`config.mk`:
```
export PLATFORM = sky130hd
export DESIGN_NAME = cv32e40p_lce_marker_injector_flat
export DESIGN_NICKNAME = d
export VERILOG_FILES = /design/src/rtl/cv32e40p_lce_marker_injector_if.sv /design/src/rtl/cv32e40p_lce_marker_injector.sv /design/src/flat_wrapper.sv
export SDC_FILE = /design/constraint.sdc
export NUM_CORES = 1
export LEC_CHECK = 0
export BUFFER_PORTS_ARGS = -buffer_cell sky130_fd_sc_hd__buf_2
export CAP_MARGIN = 10
export CORE_ASPECT_RATIO = 0.5
export CORE_MARGIN = 2
export CORE_UTILIZATION = 28
export CTS_CLUSTER_SIZE = 12
export DETAILED_ROUTE_END_ITERATION = 16
export PLACE_DENSITY = 0.57
export SYNTH_ARGS = -nofsm -noshare
export SYNTH_HDL_FRONTEND = slang
export SYNTH_SLANG_ARGS = --single-unit
```
`constraint.sdc`:
```
create_clock -name clk -period 5.1 [get_ports clk]
set_clock_uncertainty 0.05 [all_clocks]
set_input_delay 0.255 -clock clk [delete_from_list [all_inputs] [get_ports clk]]
set_output_delay 0.255 -clock clk [all_outputs]
set_load 0.005 [all_outputs]
```
`src/rtl/cv32e40p_lce_marker_injector_if.sv`:
```
// Fetch-side and ID-side handshake bundle for the LCE marker injector.
interface cv32e40p_lce_marker_injector_if;
  logic        fetch_valid_i;
  logic [31:0] fetch_rdata_i;
  logic        fetch_ready_o;
  logic        instr_valid_o;
  logic [31:0] instr_rdata_o;
  logic        instr_ready_i;
  logic        flush_i;
  logic        inj_active_o;

  modport slave (
    input  fetch_valid_i, fetch_rdata_i, instr_ready_i, flush_i,
    output fetch_ready_o, instr_valid_o, instr_rdata_o, inj_active_o
  );

  modport master (
    output fetch_valid_i, fetch_rdata_i, instr_ready_i, flush_i,
    input  fetch_ready_o, instr_valid_o, instr_rdata_o, inj_active_o
  );
endinterface

```
`src/rtl/cv32e40p_lce_marker_injector.sv`:
```
// One-entry fetch->ID stage that inserts MARKER so ID never sees MAX_BB_LEN non-marker words in a row.
// Optional injected-marker counter port inj_count_o when CV32E40P_LCE_INJ_STATS_EN is defined.
module cv32e40p_lce_marker_injector #(
  parameter int unsigned MAX_BB_LEN = 16,
  parameter logic [31:0] MARKER     = 32'h0000006f
) (
  input  logic clk,
  input  logic rst_n,
`ifdef CV32E40P_LCE_INJ_STATS_EN
  output logic [15:0] inj_count_o,
`endif
  cv32e40p_lce_marker_injector_if.slave bus
);

  localparam int unsigned CW = $clog2(MAX_BB_LEN);
  localparam logic [CW-1:0] CNT_MAX  = CW'(MAX_BB_LEN - 1);
  localparam logic [CW-1:0] CNT_ONE  = CW'(1);
  localparam logic [CW-1:0] CNT_ZERO = CW'(0);

  typedef enum logic [1:0] {
    EMPTY       = 2'd0,
    FULL_INSTR  = 2'd1,
    FULL_MARKER = 2'd2
  } state_e;

  state_e        state_q, state_d;
  logic [CW-1:0] cnt_q, cnt_d;
  logic [31:0]   rdata_q, rdata_d;
  logic          occupied_s, is_marker_s, handoff_s, load_slot_s, inj_s;

  // Decode the held word, then derive handoff, run-length update and injection
  always_comb begin
    occupied_s  = 1'b0;
    is_marker_s = 1'b0;
    case (state_q)
      EMPTY: begin
        occupied_s  = 1'b0;
        is_marker_s = 1'b0;
      end
      FULL_INSTR: begin
        occupied_s  = 1'b1;
        is_marker_s = (rdata_q == MARKER);
      end
      FULL_MARKER: begin
        occupied_s  = 1'b1;
        is_marker_s = 1'b1;
      end
      default: begin
        occupied_s  = 1'b0;
        is_marker_s = 1'b0;
      end
    endcase

    handoff_s = occupied_s & bus.instr_ready_i;

    // Any marker reaching ID restarts the run; the run saturates just in case
    if (!handoff_s) begin
      cnt_d = cnt_q;
    end else if (is_marker_s) begin
      cnt_d = CNT_ZERO;
    end else if (cnt_q == CNT_MAX) begin
      cnt_d = cnt_q;
    end else begin
      cnt_d = cnt_q + CNT_ONE;
    end

    load_slot_s = (~occupied_s | handoff_s) & ~bus.flush_i;
    inj_s       = load_slot_s & (cnt_d == CNT_MAX);
  end

  // Next-state and load selection; flush takes priority over any load
  always_comb begin
    state_d = state_q;
    rdata_d = rdata_q;
    if (bus.flush_i) begin
      state_d = EMPTY;
    end else if (inj_s) begin
      state_d = FULL_MARKER;
      rdata_d = MARKER;
    end else if (load_slot_s) begin
      if (bus.fetch_valid_i) begin
        state_d = FULL_INSTR;
        rdata_d = bus.fetch_rdata_i;
      end else begin
        state_d = EMPTY;
      end
    end else begin
      state_d = state_q;
    end
  end

  // Stage and run-length registers
  always_ff @(posedge clk or negedge rst_n) begin
    if (!rst_n) begin
      state_q <= EMPTY;
      cnt_q   <= CNT_ZERO;
      rdata_q <= 32'h0000_0000;
    end else begin
      state_q <= state_d;
      cnt_q   <= cnt_d;
      rdata_q <= rdata_d;
    end
  end

  assign bus.fetch_ready_o = load_slot_s & ~inj_s;
  assign bus.instr_valid_o = (state_q != EMPTY);
  assign bus.instr_rdata_o = rdata_q;
  assign bus.inj_active_o  = (state_q == FULL_MARKER);

`ifdef CV32E40P_LCE_INJ_STATS_EN
  logic [15:0] inj_count_q;

  // Saturating count of injected markers handed to ID
  always_ff @(posedge clk or negedge rst_n) begin
    if (!rst_n) begin
      inj_count_q <= 16'h0000;
    end else if (handoff_s && (state_q == FULL_MARKER) && (inj_count_q != 16'hFFFF)) begin
      inj_count_q <= inj_count_q + 16'h0001;
    end else begin
      inj_count_q <= inj_count_q;
    end
  end

  assign inj_count_o = inj_count_q;
`endif

endmodule

```
`src/flat_wrapper.sv`:
```
// flat-port wrapper written by rule: the top's interface ports become plain ports
module cv32e40p_lce_marker_injector_flat 
#(
  parameter int unsigned MAX_BB_LEN = 16,
  parameter logic [31:0] MARKER     = 32'h0000006f
)
  (clk, rst_n, bus_fetch_valid_i, bus_fetch_rdata_i, bus_instr_ready_i, bus_flush_i, bus_fetch_ready_o, bus_instr_valid_o, bus_instr_rdata_o, bus_inj_active_o);
  cv32e40p_lce_marker_injector_if bus_i ();
  input  logic clk;
  input  logic rst_n;
  input wire logic [$bits(bus_i.fetch_valid_i)-1:0] bus_fetch_valid_i;
  input wire logic [$bits(bus_i.fetch_rdata_i)-1:0] bus_fetch_rdata_i;
  input wire logic [$bits(bus_i.instr_ready_i)-1:0] bus_instr_ready_i;
  input wire logic [$bits(bus_i.flush_i)-1:0] bus_flush_i;
  output wire logic [$bits(bus_i.fetch_ready_o)-1:0] bus_fetch_ready_o;
  output wire logic [$bits(bus_i.instr_valid_o)-1:0] bus_instr_valid_o;
  output wire logic [$bits(bus_i.instr_rdata_o)-1:0] bus_instr_rdata_o;
  output wire logic [$bits(bus_i.inj_active_o)-1:0] bus_inj_active_o;
  assign bus_i.fetch_valid_i = bus_fetch_valid_i;
  assign bus_i.fetch_rdata_i = bus_fetch_rdata_i;
  assign bus_i.instr_ready_i = bus_instr_ready_i;
  assign bus_i.flush_i = bus_flush_i;
  assign bus_fetch_ready_o = bus_i.fetch_ready_o;
  assign bus_instr_valid_o = bus_i.instr_valid_o;
  assign bus_instr_rdata_o = bus_i.instr_rdata_o;
  assign bus_inj_active_o = bus_i.inj_active_o;
  cv32e40p_lce_marker_injector #(.MAX_BB_LEN(MAX_BB_LEN), .MARKER(MARKER)) u_core (.clk(clk), .rst_n(rst_n), .bus(bus_i));
endmodule
```
==> results of run 1 <==
==> cell type report <==
| class | count | area (um2) |
|---|---|---|
| Multi-Input combinational cell | 150 | 1040 |
| Clock buffer | 5 | 125 |
| Sequential cell | 38 | 951 |
| Timing Repair Buffer | 75 | 385 |
| Inverter | 30 | 113 |
| Fill cell | 734 | 4630 |
| Tap cell | 96 | 120 |
| Clock inverter | 3 | 40.0 |
==> cell usage in the layout (no fill, tap or decap), drive strengths merged, types with 2 or more instances in the layout <==
master  netlist  final
buf           4     75
dfrtp        38     38
nand2        32     32
inv          30     30
o311ai       27     27
o211ai       26     26
nor2         14     14
o31ai         7      7
o221a         6      6
nor3          5      5
clkbuf       14      5
nor4          5      5
ha            4      4
nand3         3      3
a21oi         3      3
nor4b         2      2
nor2b         2      2
clkinv        0      2
o22ai         2      2
==> power groups by stage <==
| stage | combinational, mW | clock (mW) | sequential [mW] |
|---|---|---|---|
| global placement | 0.421 | 0 | 0.511 |
| detailed placement | 0.428 | 0 | 0.518 |
| global route | 0.476 | 0.375 | 0.533 |
| floorplan | 0.248 | 0 | 0.498 |
| finish | 0.427 | 0.353 | 0.515 |
| CTS | 0.431 | 0.356 | 0.514 |
==> kinds of logic (layout without fill, tap and decap cells) <==
kind of cell | Yosys count | count (layout)
compound gates | 73 | 73
buf+inv | 48 | 113
xor+xnor | 2 | 2
flops | 38 | 38
simple gates | 70 | 70
fa+ha+maj | 4 | 4
mux | 1 | 1
==> metal layers <==
metal	track usage [%]	vias up	wire length (um)
met5	0	-	0
met4	3.02	0	35
met3	2.99	4	271
met2	24.3	56	3020
met1	20.9	1001	2990
li1	-	1011	-
==> path summary, 6_finish.rpt <==
check,end,slack (ps),depth (start not counted)
setup / recovery,u_core.bus.instr_rdata_o[3],2170,9
hold / removal,u_core.bus.instr_rdata_o[9],40,1
setup reg to reg,u_core.bus.instr_rdata_o[3],2170,9
hold reg to reg,u_core.state_q[1],500,2
max in group asynchronous,u_core.bus.instr_rdata_o[4],4380,1
min in group clk,u_core.state_q[1],120,2
==> metrics by stage <==
stage / instance area (um2) / utilization (%) / std cells
6_report: 2780 / 37.5 / 397
5_1_grt: 2780 / 37.5 / 397
4_1_cts: 2780 / 37.5 / 397
3_5_place_dp: 2610 / 35.3 / 389
3_3_place_gp: 2610 / 35.3 / 389
2_1_floorplan: 2170 / - / 236
==> state kept, by name, summed over array words and instances, names as in the netlist <==
signal and cells:
u_core.bus.instr_rdata_o 32, u_core.cnt_q 4, u_core.state_q 2
==> critical path, cell delays in order, from the launching register on <==
cell and delay (ps):
dfrtp_1 370, inv_1 70, ha_1 290, nand2_1 170, nor4b_1 390, nor2_2 70, buf_4 250, o311ai_4 630
buf_4 350, o221a_1 220
==> results.md, run 1 <==
* Root Buffer: clkbuf_16
* Worst skew pair latency at 280 ps
* Simple logic cell fraction of the synthesized area at approximately 16%
* Via density per instance at 5.22
* Crit Path Category: reg2reg
* Most instantiated library cell after synthesis: dfrtp_1
* Critical path startpoint: u_core.state_q[1]
* Initial antenna violation count at 0
* Critical path fanouts, max at 36
* Power Density at 466 nW/um2
* Synth top area cells: dfrtp_1 44%, o311ai_0 11%, o211ai_1 9.0%, nand2_1 5.5%, inv_1 5.2%
* Layout cell share with drive strength beyond 1 at 29.2%
* Ant diodes at 0
* Reg2reg start: u_core.state_q[1]
* Residual DRC at 0
* Leak Pwr at roughly 1.3 nW
* FP Rows at 22
* CTS resizes at 0
* Die width at approximately 130 um
* Setup TNS at 0 ps
* Post-DP HPWL at 4240 um
* # hold bufs at CTS at 0
* Yosys reg bits at 38
* Switch Pwr at approximately 0.47 mW
* Die ar. at 8500 um2
* Seq/Total Area, Yosys at 43.9%
* Top-area cell type share of the netlist area at roughly 44%
* Maxcap violations at 0
* CTS tree: done
* Synthesized instance count at 236
* Pin count of the biggest net entering global routing at 39
* Post-synthesis compound-gate area fraction at 27.8%
* Synth warn at 0
* Sequential share of power at 39.8%
* Min Tclk post-route at around 2900 ps
* Number of buffers added on ports at 71
* Die height at 66.2 um
* Vias in the first global route at 1962
* Commonest cells in the synthesized netlist: 38 x dfrtp_1, 32 x nand2_1, 30 x inv_1
* Detailed Routing Iterations Pass 1 at 4
* Final GP Congestion at slightly above 0.8
* Area Growth Syn to Fin at 28.2%
* Internal Power at 0.820 mW
* Setup crit start kind: flop
* Slew Limit Fails at 0
* Library cells used by synthesis at 33
* Fin. Hold Viols at 0
* Antenna viol nets, final at 0
* FFs w/ async S/R, synth at 100%
* Pre-CTS setup slack at 2210 ps
* Number of DRC markers in iteration 0 at 247
* Status: finished clean
* First-pass GRT wire length at 10100 um
* Slew @ Worst Pin at 893 ps
* Maximum vdd drop at 0.135 mV
* Post-synthesis mux area share at 0.462%
* Congestion Overflow GR at 0
* FMAX at 0.342 GHz
* Min-Delay Path Class: in2async
* Synth Area in XOR/XNOR at less than 1%
* Max_slew headroom at 40.5%
* Crit path arrival time at 3090 ps
* H-tree Lvls at 2
* Sink Count at 38
* Num CTS Buffers at 5
* Final WS setup at between 2000 and 2500 ps
* Post-Route WL at 6320 um
* Crit share post-route at 57.4%
* Boundary Pins at 72
* Clock power frac at 27.3%
* Synth Area in Adders at 2.31%
* Final Hold Slack at 43.7 ps
* Setup repair bufs after CTS at 0
* CP Capture Type: flop
* Unrepaired setup endpoints after global routing: no
* Synth area leader: dfrtp_1
* Mapped Avg Cell Area at 9.18 um2
* GR Util All Layers at 15.0%
* Total core area at 7400 um2
* CTS clk-pin slew, worst paths at about 60 ps
* Synthesized area at 2170 um2
* Switching Share at between 30% and 40%
* Power Total at 1.30 mW
* WL/cell at approximately 16 um
* Total number of vias at 2072
* EDFF count, synth at 0
* Clk buf depth at 2
* Combinational power share at 33.0%
* Syn Nets at 277
* Synth Flop Type: dfrtp_1
* Starting Density at 29.2%
* Largest family of logic cells by synthesized area: compound AO/OA/AOI/OAI gates
* NumNets Final at 341
* WP data required at 5260 ps
* Final setup fails at 0
Note: power is estimated with default switching activity, not from simulation.
==> run 2, diff against run 1 <==
PLACE_DENSITY = 0.59   (was 0.57)
clock period = 2.42 ns   (was 5.1 ns; I/O delays follow)
==> results.md, run 2 (synthesis gave the netlist of run 1 again) <==
* Status: finished clean
* FMAX at 0.442 GHz (+29%)
* Worst skew pair latency at 280 ps (about the same)
* Number of flip-flops under the largest register name at 32 (unchanged)
* H-tree Lvls at 2 (unchanged)
* Highest-count cells in the layout ignoring fill and taps: 71 x buf_2, 37 x dfrtp_1, 31 x nand2_1
* Most frequent CP cell: buf_4
* Number of buffers added on ports at 71 (unchanged)
* Final GP Congestion at 0.766 (-5.8%)
* CP Capture Type: flop
* WL/cell at 16.2 um (+1.9%)
* Total core area at 7400 um2 (unchanged)
* First-pass GRT wire length at 10800 um (+7.5%)
* NumNets Final at 355 (+4.1%)
* CTS tree: done
* Crit path arrival time at 2370 ps (-720 ps)
* Slew @ Worst Pin at 878 ps (-15.1 ps)
* Die ar. at 8500 um2 (unchanged)
* Initial antenna violation count at 0 (unchanged)
* Final setup fails at 0 (unchanged)
* Min Tclk post-route at 2260 ps (-661 ps)
* Residual DRC at 0 (unchanged)
* Die width at 128 um (unchanged)
* Maximum vdd drop at 0.288 mV (+110%)
* GR Util All Layers at 16.1% (+1.1 points)
* Max stage delay cell, worst path: dfrtp_1
* Leak Pwr at 1.34 nW (+6.6%)
* Crit share post-route at 93.6% (+36 points)
* Detailed Routing Iterations Pass 1 at 4 (unchanged)
* Pin count of the biggest net entering global routing at 39 (unchanged)
* Post-DP HPWL at 4460 um (+5.3%)
* Die height at 66.2 um (unchanged)
* Ant diodes at 0 (unchanged)
* Most common cell after layout, fill and taps aside: buf_2
* Number of DRC markers in iteration 0 at 183 (-26%)
* Power Density at 963 nW/um2 (+110%)
* Setup TNS at 0 ps (unchanged)
* Maxcap violations at 0 (unchanged)
* Boundary Pins at 72 (unchanged)
* Sink Count at 38 (unchanged)
* Min-Delay Path Class: in2reg
* Fin. Hold Viols at 0 (unchanged)
* Clk buf depth at 2 (unchanged)
* Slew Limit Fails at 0 (unchanged)
* Root Buffer: clkbuf_16
* Crit Path Category: reg2reg
* Antenna viol nets, final at 0 (unchanged)
* Final core occ at 39.7% (+2.2 points)
* Largest stage delay, worst path at 380 ps (-250 ps)
* CP cell instances: inv_1, ha_1, nand2_2, buf_4, nor4_4, buf_4, o311ai_4, buf_4, o221a_1
* Starting Density at 29.2% (unchanged)
* Max_slew headroom at 41.5% (+1.0 points)
* CTS clk-pin slew, worst paths at 60 ps (about the same)
* FP Rows at 22 (unchanged)
* Area Growth Syn to Fin at 35.7%
* Critical path fanouts, max at 9 (-75%)
* Num CTS Buffers at 5 (unchanged)
* Buffer and inverter count on the worst path at 4 (+1)
* Setup crit start kind: flop
* Post-Route WL at 6660 um (+5.5%)
* WP data required at 2530 ps (-2730 ps)
* Total number of vias at 2186 (+5.5%)
* Congestion Overflow GR at 0 (unchanged)
* Via density per instance at 5.32 (+1.9%)
* Layout cell share with drive strength beyond 1 at 33.7% (+4.4 points)
* Unrepaired setup endpoints after global routing: no
* Critical path's top delay family: buffers and inverters
* Vias in the first global route at 2177 (+11%)
-- run 2: cell types whose count changed in the layout (fill, tap and decap cells not counted), moves of 2 or more --
cell and delta:
buf_4 +9, buf_6 +2, dlygate4sd3_1 +2, nor4b_1 -2
-- run 2: repair_timing --
item / 4_1_cts / 5_1_grt
setup buffers: 3 / 1
gates resized for setup: 4 / 8
hold buffers: 2 / 0
setup endpoints to repair: 1 / 31
hold endpoints to repair: 40 / 0
pin swaps: 3 / 3
cloned: 1 / 0
-- run 2: final cells by class --
cell class | count | area, um2
fillers | 737 | 4470
well taps | 96 | 120
clock buffers | 5 | 125
multi-input cells | 150 | 1090
clock inverters | 3 | 40.0
inverters | 30 | 113
flip-flops and latches | 38 | 952
repair buffers | 89 | 503
-- run 2: final timing paths --
path / startpoint / end / slack (ps) / depth (start not counted)
max reg2reg: u_core.state_q[0] / u_core.bus.instr_rdata_o[1] / 160 / 9
max: u_core.state_q[0] / u_core.bus.instr_rdata_o[1] / 160 / 9
max in group asynchronous: rst_n / u_core.cnt_q[0] / 1260 / 2
min: bus_fetch_rdata_i[12] / u_core.bus.instr_rdata_o[12] / 60 / 3
min in group asynchronous: rst_n / u_core.bus.instr_rdata_o[0] / 450 / 2
min reg2reg: u_core.state_q[1] / u_core.state_q[1] / 500 / 2
-- run 2: worst reg2reg max path: cells and delay by family, from the launching register on --
family	cells	cell delay, ps
compound gates	2	340
fa+ha+maj	1	320
buf+inv	4	640
flops	1	380
simple gates	2	430
-- run 2: stage by stage --
stage	power, mW	cells	area, um2	setup WS [ps]	hold WS, ps
final	2.83	411	2940	156	58.0
after global routing	3.02	411	2940	4.46	72.2
after CTS	2.80	410	2900	23.9	58.0
after global placement	1.99	396	2660	243	228
after detailed placement	2.03	396	2660	51.5	242
after floorplan	1.57	236	2170	287	-225
-- run 2: metal layers --
| metal | part of all wire, % | routed length (um) | vias to the layer above | global-route usage, % |
|---|---|---|---|---|
| li1 | - | - | 1038 | - |
| met1 | 45 | 2980 | 1081 | 20.9 |
| met2 | 49 | 3280 | 65 | 27.6 |
| met3 | 5.5 | 366 | 2 | 3.32 |
| met4 | 0.51 | 34 | 0 | 4.26 |
| met5 | 0 | 0 | - | 0 |
-- run 2: power breakdown --
group	total [mW]	switching, mW	leakage, nW	internal [mW]
clock network	0.736	0.254	0.0836	0.482
registers	1.10	0.252	0.442	0.846
logic	0.996	0.534	0.813	0.462
